**src/rtl/score_argmax_tx.sv**
```systemverilog
// score_argmax_tx: sequential signed argmax over a vector of 8-bit class
// scores, followed by a framed result packet streamed byte-by-byte into a
// UART transmitter (tx_data / tx_enable / tx_busy handshake).
// Packet: 0xA5, class index, max score, scores 0..N_CLASSES-1 [, checksum].
// Optional feature macro: SCORE_PKT_CHECKSUM_EN appends the XOR of all
// preceding packet bytes as a final checksum byte.
module score_argmax_tx #(
    parameter int N_CLASSES = 10,
    parameter int IDX_W     = 4
) (
    input  logic                   clk,
    input  logic                   rst_n,
    input  logic [8*N_CLASSES-1:0] scores_flat,
    input  logic                   scores_valid,
    output logic                   scores_ready,
    input  logic                   tx_busy,
    output logic [7:0]             tx_data,
    output logic                   tx_enable,
    output logic [IDX_W-1:0]       class_idx,
    output logic                   class_valid,
    output logic                   busy
);

`ifdef SCORE_PKT_CHECKSUM_EN
    localparam int PKT_LEN = N_CLASSES + 4;
`else
    localparam int PKT_LEN = N_CLASSES + 3;
`endif
    localparam int               PTR_W      = $clog2(PKT_LEN);
    localparam logic [7:0]       PKT_HEADER = 8'hA5;
    localparam logic [IDX_W-1:0] LAST_IDX   = IDX_W'(N_CLASSES - 1);
    localparam logic [PTR_W-1:0] LAST_PTR   = PTR_W'(PKT_LEN - 1);

    typedef enum logic [2:0] {
        ST_IDLE      = 3'd0,
        ST_SCAN      = 3'd1,
        ST_SEND      = 3'd2,
        ST_WAIT_ACK  = 3'd3,
        ST_WAIT_DONE = 3'd4
    } state_t;

    state_t                 state_r, state_s;
    logic [8*N_CLASSES-1:0] scores_r, scores_s;
    logic [IDX_W-1:0]       scan_idx_r, scan_idx_s;
    logic [IDX_W-1:0]       best_idx_r, best_idx_s;
    logic [7:0]             best_r, best_s;
    logic [PTR_W-1:0]       ptr_r, ptr_s;
    logic [7:0]             tx_data_r, tx_data_s;
    logic                   tx_enable_r, tx_enable_s;
    logic [IDX_W-1:0]       class_idx_r, class_idx_s;
    logic                   class_valid_r, class_valid_s;
    logic                   scores_ready_r;
    logic                   busy_r;
    logic [7:0]             cur_score_s;
    logic [7:0]             cur_byte_s;
    logic                   take_s;
`ifdef SCORE_PKT_CHECKSUM_EN
    logic [7:0]             chk_r, chk_s;

    // One step of the running XOR checksum.
    function automatic logic [7:0] chk_step(input logic [7:0] acc, input logic [7:0] b);
        chk_step = acc ^ b;
    endfunction
`endif

    // Extract score idx from a flat score vector.
    function automatic logic [7:0] score_at(input logic [8*N_CLASSES-1:0] vec, input int idx);
        score_at = vec[8*idx +: 8];
    endfunction

    // Current scan candidate and whether it replaces the running best
    // (index 0 always seeds; later ones only when strictly greater, so ties keep the lowest index).
    always_comb begin
        cur_score_s = score_at(scores_r, int'(scan_idx_r));
        take_s      = (scan_idx_r == IDX_W'(0)) || ($signed(cur_score_s) > $signed(best_r));
    end

    // Packet byte addressed by the byte pointer.
    always_comb begin
        cur_byte_s = 8'h00;
        if (ptr_r == PTR_W'(0)) begin
            cur_byte_s = PKT_HEADER;
        end else if (ptr_r == PTR_W'(1)) begin
            cur_byte_s = 8'(class_idx_r);
        end else if (ptr_r == PTR_W'(2)) begin
            cur_byte_s = best_r;
        end else if (int'(ptr_r) < N_CLASSES + 3) begin
            cur_byte_s = score_at(scores_r, int'(ptr_r) - 3);
        end else begin
`ifdef SCORE_PKT_CHECKSUM_EN
            cur_byte_s = chk_r;
`else
            cur_byte_s = 8'h00;
`endif
        end
    end

    // Next-state and next-output logic of the scan/transmit FSM.
    always_comb begin
        state_s       = state_r;
        scores_s      = scores_r;
        scan_idx_s    = scan_idx_r;
        best_s        = best_r;
        best_idx_s    = best_idx_r;
        ptr_s         = ptr_r;
        tx_data_s     = tx_data_r;
        tx_enable_s   = 1'b0;
        class_idx_s   = class_idx_r;
        class_valid_s = 1'b0;
`ifdef SCORE_PKT_CHECKSUM_EN
        chk_s         = chk_r;
`endif
        case (state_r)
            ST_IDLE: begin
                if (scores_valid && scores_ready_r) begin
                    scores_s   = scores_flat;
                    scan_idx_s = IDX_W'(0);
                    state_s    = ST_SCAN;
                end else begin
                    state_s = ST_IDLE;
                end
            end
            ST_SCAN: begin
                if (take_s) begin
                    best_s     = cur_score_s;
                    best_idx_s = scan_idx_r;
                end else begin
                    best_s     = best_r;
                    best_idx_s = best_idx_r;
                end
                if (scan_idx_r == LAST_IDX) begin
                    class_idx_s   = take_s ? scan_idx_r : best_idx_r;
                    class_valid_s = 1'b1;
                    ptr_s         = PTR_W'(0);
`ifdef SCORE_PKT_CHECKSUM_EN
                    chk_s         = 8'h00;
`endif
                    state_s       = ST_SEND;
                end else begin
                    scan_idx_s = scan_idx_r + IDX_W'(1);
                end
            end
            ST_SEND: begin
                if (!tx_busy) begin
                    tx_data_s   = cur_byte_s;
                    tx_enable_s = 1'b1;
`ifdef SCORE_PKT_CHECKSUM_EN
                    chk_s       = chk_step(chk_r, cur_byte_s);
`endif
                    state_s     = ST_WAIT_ACK;
                end else begin
                    state_s = ST_SEND;
                end
            end
            ST_WAIT_ACK: begin
                if (tx_busy) begin
                    state_s = ST_WAIT_DONE;
                end else begin
                    state_s = ST_WAIT_ACK;
                end
            end
            ST_WAIT_DONE: begin
                if (!tx_busy) begin
                    if (ptr_r == LAST_PTR) begin
                        state_s = ST_IDLE;
                    end else begin
                        ptr_s   = ptr_r + PTR_W'(1);
                        state_s = ST_SEND;
                    end
                end else begin
                    state_s = ST_WAIT_DONE;
                end
            end
            default: begin
                state_s = ST_IDLE;
            end
        endcase
    end

    // State and output registers; synchronous reset abandons any packet in flight.
    always_ff @(posedge clk) begin
        if (!rst_n) begin
            state_r        <= ST_IDLE;
            scores_r       <= '0;
            scan_idx_r     <= IDX_W'(0);
            best_r         <= 8'h00;
            best_idx_r     <= IDX_W'(0);
            ptr_r          <= PTR_W'(0);
            tx_data_r      <= 8'h00;
            tx_enable_r    <= 1'b0;
            class_idx_r    <= IDX_W'(0);
            class_valid_r  <= 1'b0;
            scores_ready_r <= 1'b1;
            busy_r         <= 1'b0;
`ifdef SCORE_PKT_CHECKSUM_EN
            chk_r          <= 8'h00;
`endif
        end else begin
            state_r        <= state_s;
            scores_r       <= scores_s;
            scan_idx_r     <= scan_idx_s;
            best_r         <= best_s;
            best_idx_r     <= best_idx_s;
            ptr_r          <= ptr_s;
            tx_data_r      <= tx_data_s;
            tx_enable_r    <= tx_enable_s;
            class_idx_r    <= class_idx_s;
            class_valid_r  <= class_valid_s;
            scores_ready_r <= (state_s == ST_IDLE);
            busy_r         <= (state_s != ST_IDLE);
`ifdef SCORE_PKT_CHECKSUM_EN
            chk_r          <= chk_s;
`endif
        end
    end

    assign tx_data      = tx_data_r;
    assign tx_enable    = tx_enable_r;
    assign class_idx    = class_idx_r;
    assign class_valid  = class_valid_r;
    assign scores_ready = scores_ready_r;
    assign busy         = busy_r;

endmodule

```
**config.mk**
```make
export PLATFORM = sky130hd
export DESIGN_NAME = score_argmax_tx
export DESIGN_NICKNAME = d
export VERILOG_FILES = /design/src/rtl/score_argmax_tx.sv
export SDC_FILE = /design/constraint.sdc
export NUM_CORES = 1
export LEC_CHECK = 0
export CAP_MARGIN = 20
export CORE_MARGIN = 5
export CORE_UTILIZATION = 35
export CTS_CLUSTER_DIAMETER = 60
export CTS_CLUSTER_SIZE = 16
export DETAILED_ROUTE_END_ITERATION = 16
export GPL_ROUTABILITY_DRIVEN = 0
export PLACE_DENSITY = 0.59
export SETUP_SLACK_MARGIN = 0.5
export SKIP_CTS_REPAIR_TIMING = 1
export SLEW_MARGIN = 20
export SYNTH_ARGS = -nofsm -noshare
export SYNTH_HDL_FRONTEND = slang
export SYNTH_SLANG_ARGS = --single-unit
export TNS_END_PERCENT = 10
```
**constraint.sdc**
```tcl
create_clock -name clk -period 3.8 [get_ports clk]
set_input_delay 0.76 -clock clk [delete_from_list [all_inputs] [get_ports clk]]
set_output_delay 0.76 -clock clk [all_outputs]
set_load 0.02 [all_outputs]
```
==> results of run 1 <==
## critical path: cells and delay by family (launching register included)
| kind | cells | cell delay, ns |
|---|---|---|
| flip-flops | 1 | 0.47 |
| AND/OR/NAND/NOR | 3 | 0.61 |
| AO/OA/AOI/OAI | 4 | 0.86 |
| multiplexers | 1 | 0.54 |
| adder cells (fa/ha/maj) | 1 | 0.34 |
| buffers and inverters | 1 | 0.17 |
## sequential cells by signal, indices dropped and copies added (netlist names)
name / cells
ptr_r: 4
state_r: 3
class_valid: 1
tx_enable: 1
busy: 1
scan_idx_r: 4
best_idx_r: 4
best_r: 8
tx_data: 8
scores_ready: 1
class_idx: 4
scores_r: 80
## synthesized netlist by cell type, drive strengths merged (3+ instances only)
library cell  number
mux4              36
o31ai             10
nor2b              8
xor2               5
nand4              8
nand3             14
clkbuf            40
a22oi              8
a21oi            108
mux2i             15
a31oi              7
nand2            181
a221o              3
mux2               8
inv               12
and4               3
o311a              7
nand2b             4
o211ai             3
ha                15
a211oi             3
o21ai             30
buf               22
dfxtp            119
nand3b             8
nor2              32
o21a               4
nor3              10
## per-layer routing
layer | vias up | GRT usage | wire (µm)
met5 | - | 0 | 0
met4 | 0 | 0.0673 | 453
met3 | 33 | 0.0456 | 1260
met2 | 195 | 0.280 | 8980
met1 | 2703 | 0.250 | 8690
li1 | 2890 | - | -
## path summary, 6_finish.rpt
check	start	end	slack, ns	cells past startpoint
worst max-delay path	scan_idx_r[0]	best_r[3]	0.68	10
worst min-delay path	best_idx_r[3]	class_idx[3]	0.46	2
worst max register to register	scan_idx_r[0]	best_r[3]	0.68	10
worst min register to register	best_idx_r[3]	class_idx[3]	0.46	2
## logic make-up (layout without fill, tap and decap cells)
logic type               Yosys count  in the layout  synth area share
adder cells (fa/ha/maj)           15             15            0.0288
XOR/XNOR                           7              7           0.00940
multiplexers                      59             59             0.163
buffers and inverters             75            160            0.0510
flip-flops                       119            119             0.365
AND/OR/NAND/NOR                  282            282             0.193
AO/OA/AOI/OAI                    203            203             0.189
## metrics by stage
step	instance area, µm²	std cells	utilization	setup WS, ns	hold WS [ns]
2_1_floorplan	6520	760	-	0.890	0.441
4_1_cts	8240	1079	0.445	0.489	0.466
3_5_place_dp	7670	1047	0.414	0.511	0.458
5_1_grt	8250	1079	0.445	0.502	0.488
6_report	8250	1079	0.445	0.677	0.463
3_3_place_gp	7670	1047	0.414	0.550	0.451
## power groups by stage
stage          registers [mW]  logic [mW]  clock network (mW)
3_3_place_gp             1.44       0.556                   0
5_1_grt                  1.42       0.620                1.66
3_5_place_dp             1.44       0.563                   0
2_1_floorplan            1.40       0.374                   0
6_report                 1.41       0.564                1.56
4_1_cts                  1.41       0.565                1.59
## layout make-up
class                   instances  area (µm²)
clock buffers                  20         447
clock inverters                12         128
fillers                      1829       10300
inverters                      13        48.8
multi-input cells             566        3810
flip-flops and latches        119        2390
well taps                     234         293
repair buffers                115        1140
==> metrics, run 1 <==
maximum clock path buffer count=2; Crit Path Category=register to register; Sw Ratio=0.272; fmax=0.320 GHz; Period minus WS final=3.12 ns; CP max FO=10; slowest stage delay, CP=0.54 ns; top cell type's share of synthesized area=0.365; Synthesis Warnings=0; initial antenna violation count=0; Vert. Die Dim=146 µm; post-synthesis cell area=0.00652 mm²; Critical Path Start Type=register; share of layout cells above drive strength 1=0.118; Final period util=0.822; RSZ-0062 raised after global routing=false; slowest CP cell=mux4_2; Slew Viols, Final=0; post-synthesis register bit count=119; CTS sink count=119; crit path DAT=3.43 ns; Final Power=3.54 mW; Port Buf Inserts=99; most used cell, CP=nand4_1; Rows=50; Remaining Overflow, GRT=0; TritonCTS buffer count=17; Post-Synthesis Cells=760; most common cell after layout, fill and taps aside=nand2_1; Core ar.=0.0185 mm²; outcome=finished clean; area grow syn2layout=26.5%; worst min path class=register to register; final wirelength=19,400 µm; max cap viols=0; Post-synth EDFFs=0; worst vdd ir=324 µV; Combinational Power Share=0.159; clock-pin slew on the worst setup and hold paths=0.06 ns; worst slew pin tran=0.861 ns; All-Layer GR Usage=0.183; Final setup viols=0; first-pass GRT wire length=31,100 µm; NumNets Final=931; DP HPWL=14,200 µm; pwr/cell area=429 mW/mm²; Post-synth top flop=dfxtp_1; CTS Root Cell=clkbuf_16; top cells by area, synth=dfxtp_1, mux4_2, nand2_1; CP Cell Sequence=buf_12 -> mux4_2 -> a21oi_1 -> o21ai_1 -> ha_1 -> nand4_1 -> o21bai_1 -> nand4_1 -> nand2_1 -> o311a_1; Setup TNS=0 ns; CTS tree=built; Residual DRC=0; Post-synth ARST share=0; die area=0.0215 mm²; register share of total power=0.400; final hold violation count=0; ANT nets after route=0; unique cell type count in the Yosys netlist=64; Wirelength per Cell=18.0 µm; total number of vias=5,821; Ports=100; die width=146 µm; Clk Latency, worst-skew pair=0.43 ns; Synth Net Count=859; H-tree Lvls=4; 1st-iter DRT viols=520; Leakage=2.90 nW; Diodes inserted=0; Sw Pwr=964 µW; vias per cell=5.39; clock share of power=0.441; vias in the first global route=5,625; Starting Density=0.352; largest net degree at the start of global routing=82; P_int=2.57 mW; Crit path required time=4.11 ns; 1st-pass router iterations=5; most frequent cells in the layout=nand2_1, dfxtp_1, a21oi_1; sequential share of the synthesized area=0.365; Syn Area/Cell=8.58 µm²; nature of the critical path endpoint=register; post-synth top area cell=dfxtp_1; max_slew headroom=0.426; clk_skew=0.0107 ns
(Power assumes the default switching activity.)
==> run 2, diff against run 1 <==
==> constraint.sdc (replaced) <==
create_clock -name clk -period 3.06 [get_ports clk]
set_input_delay 0.612 -clock clk [delete_from_list [all_inputs] [get_ports clk]]
set_output_delay 0.612 -clock clk [all_outputs]
set_load 0.02 [all_outputs]
==> run 2 against run 1 <==
Against the previous run: clock-buffer cell count shrank 3; largest power group unchanged; power rose by 38%; flip-flop and latch count is the same; critical endpoint is now best_idx_r[3]; largest cell class unchanged.
==> metrics, run 2 (same netlist as run 1, synthesis figures left out) <==
outcome=finished clean; slowest stage delay, CP=0.54 ns; Vert. Die Dim=146 µm; GR met3 Demand/Resource=0.0363; number of cells after detailed placement=1,061; CP Buf/Inv Count=2; Crit Path Category=register to register; Critical Path Stages=11; Port Buf Inserts=99; most frequent cells in the layout=nand2_1, dfxtp_1, a21oi_1; Ports=100; R2R Path Start=scan_idx_r[0]; CP max FO=7; Reg with most FFs=scores_r; r2r setup slk=0.20 ns; die width=146 µm; 1st-iter DRT viols=503; Slew Viols, Final=0; max cap viols=0; share of layout cells above drive strength 1=0.173; Core ar.=0.0185 mm²; worst slew pin tran=0.843 ns; 1st-pass router iterations=5; met1 usage=0.242; max reg flops=80; Crit path required time=3.37 ns; Crit. Startpoint=scan_idx_r[0]; worst vdd ir=404 µV; Post-Route Utilization=0.471; met2 global-route usage=0.282; fmax=0.349 GHz; pwr/cell area=559 mW/mm²; initial antenna violation count=0; All-Layer GR Usage=0.181; Period minus WS final=2.86 ns; area grow syn2layout=33.6%; Residual DRC=0; Clk Latency, worst-skew pair=0.42 ns; largest net degree at the start of global routing=82; crit path DAT=3.18 ns; R2R Path End=best_idx_r[3]; Final setup viols=0; final hold violation count=0; CP top delay family=compound AO/OA/AOI/OAI gates; CP Cell Sequence=buf_4 -> mux4_2 -> a21oi_2 -> o21ai_2 -> ha_1 -> nand4_1 -> o21bai_4 -> and4_4 -> buf_6 -> o31a_1 -> o21a_1; # fillers=1,797; clk_skew=0.00812 ns; total number of vias=5,966; Critical Path Start Type=register; Remaining Overflow, GRT=0; CTS tree=built; most common cell after layout, fill and taps aside=nand2_1; clock-pin slew on the worst setup and hold paths=0.06 ns; final wirelength=19,800 µm; max_slew headroom=0.438; ANT nets after route=0; Leakage=3.13 nW; Wirelength per Cell=17.8 µm; busiest grt layer=met2; reg2reg path depth=11; TritonCTS buffer count=17; crit path to=best_idx_r[3]; Starting Density=0.352; fin cells=1,109; first-pass GRT wire length=30,800 µm; Setup TNS=0 ns; H-tree Lvls=4; NumNets Final=961; die area=0.0215 mm²; CTS sink count=119; vias per cell=5.38; slowest CP cell=mux4_2; Diodes inserted=0; Final period util=0.936; vias in the first global route=5,645; DP HPWL=14,600 µm; Rows=50; maximum clock path buffer count=2; worst min path class=register to register; nature of the critical path endpoint=register; CTS Root Cell=clkbuf_16; RSZ-0062 raised after global routing=true
[run 2: per-stage QoR]
stage / setup WS [ns] / instance area [µm²] / total power [mW] / hold WS, ns
floorplan: 0.345 / 6560 / 2.22 / 0.441
global placement: 0.129 / 7790 / 2.51 / 0.455
detailed placement: 0.0727 / 7790 / 2.52 / 0.457
CTS: 0.0626 / 8460 / 4.81 / 0.466
global route: 0.0790 / 8710 / 5.07 / 0.488
finish: 0.197 / 8710 / 4.87 / 0.464
[run 2: worst register-to-register path, cell delays in order (launching register included)]
cell and delay [ns]:
dfxtp_4 0.42, buf_4 0.14, mux4_2 0.54, a21oi_2 0.16, o21ai_2 0.08, ha_1 0.32
nand4_1 0.12, o21bai_4 0.21, and4_4 0.21, buf_6 0.13, o31a_1 0.27, o21a_1 0.16
[run 2: routing by layer]
metal  part of all wire  vias up
li1                   -     2951
met1               0.45     2764
met2               0.46      205
met3              0.051       46
met4              0.037        0
met5                  0        -
[run 2: final cells by class]
class                           instances  area (µm²)  area share
Clock buffer                           17         425      0.0488
Clock inverter                         15         250      0.0287
Inverter                               13        52.6     0.00603
Multi-Input combinational cell        566        3910       0.448
Sequential cell                       119        2390       0.274
Tap cell                              234         293      0.0336
Timing Repair Buffer                  145        1400       0.161
[run 2: how the worst min path moves through the flow]
stage / end / from / cells after the start
after floorplan: scores_r[24] / scores_r[24] / 2
after global placement: scores_r[34] / scores_r[34] / 2
after detailed placement: best_idx_r[1] / best_idx_r[1] / 2
after CTS: best_idx_r[1] / best_idx_r[1] / 2
after global routing: scores_r[32] / scores_r[32] / 2
final: best_idx_r[1] / best_idx_r[1] / 2
[run 2: where the power goes]
| part | internal (mW) | total, mW | switching, mW | leakage, nW |
|---|---|---|---|---|
| combinational | 0.417 | 0.835 | 0.419 | 1.84 |
| clock | 1.53 | 2.28 | 0.749 | 0.316 |
| sequential | 1.65 | 1.76 | 0.103 | 0.972 |
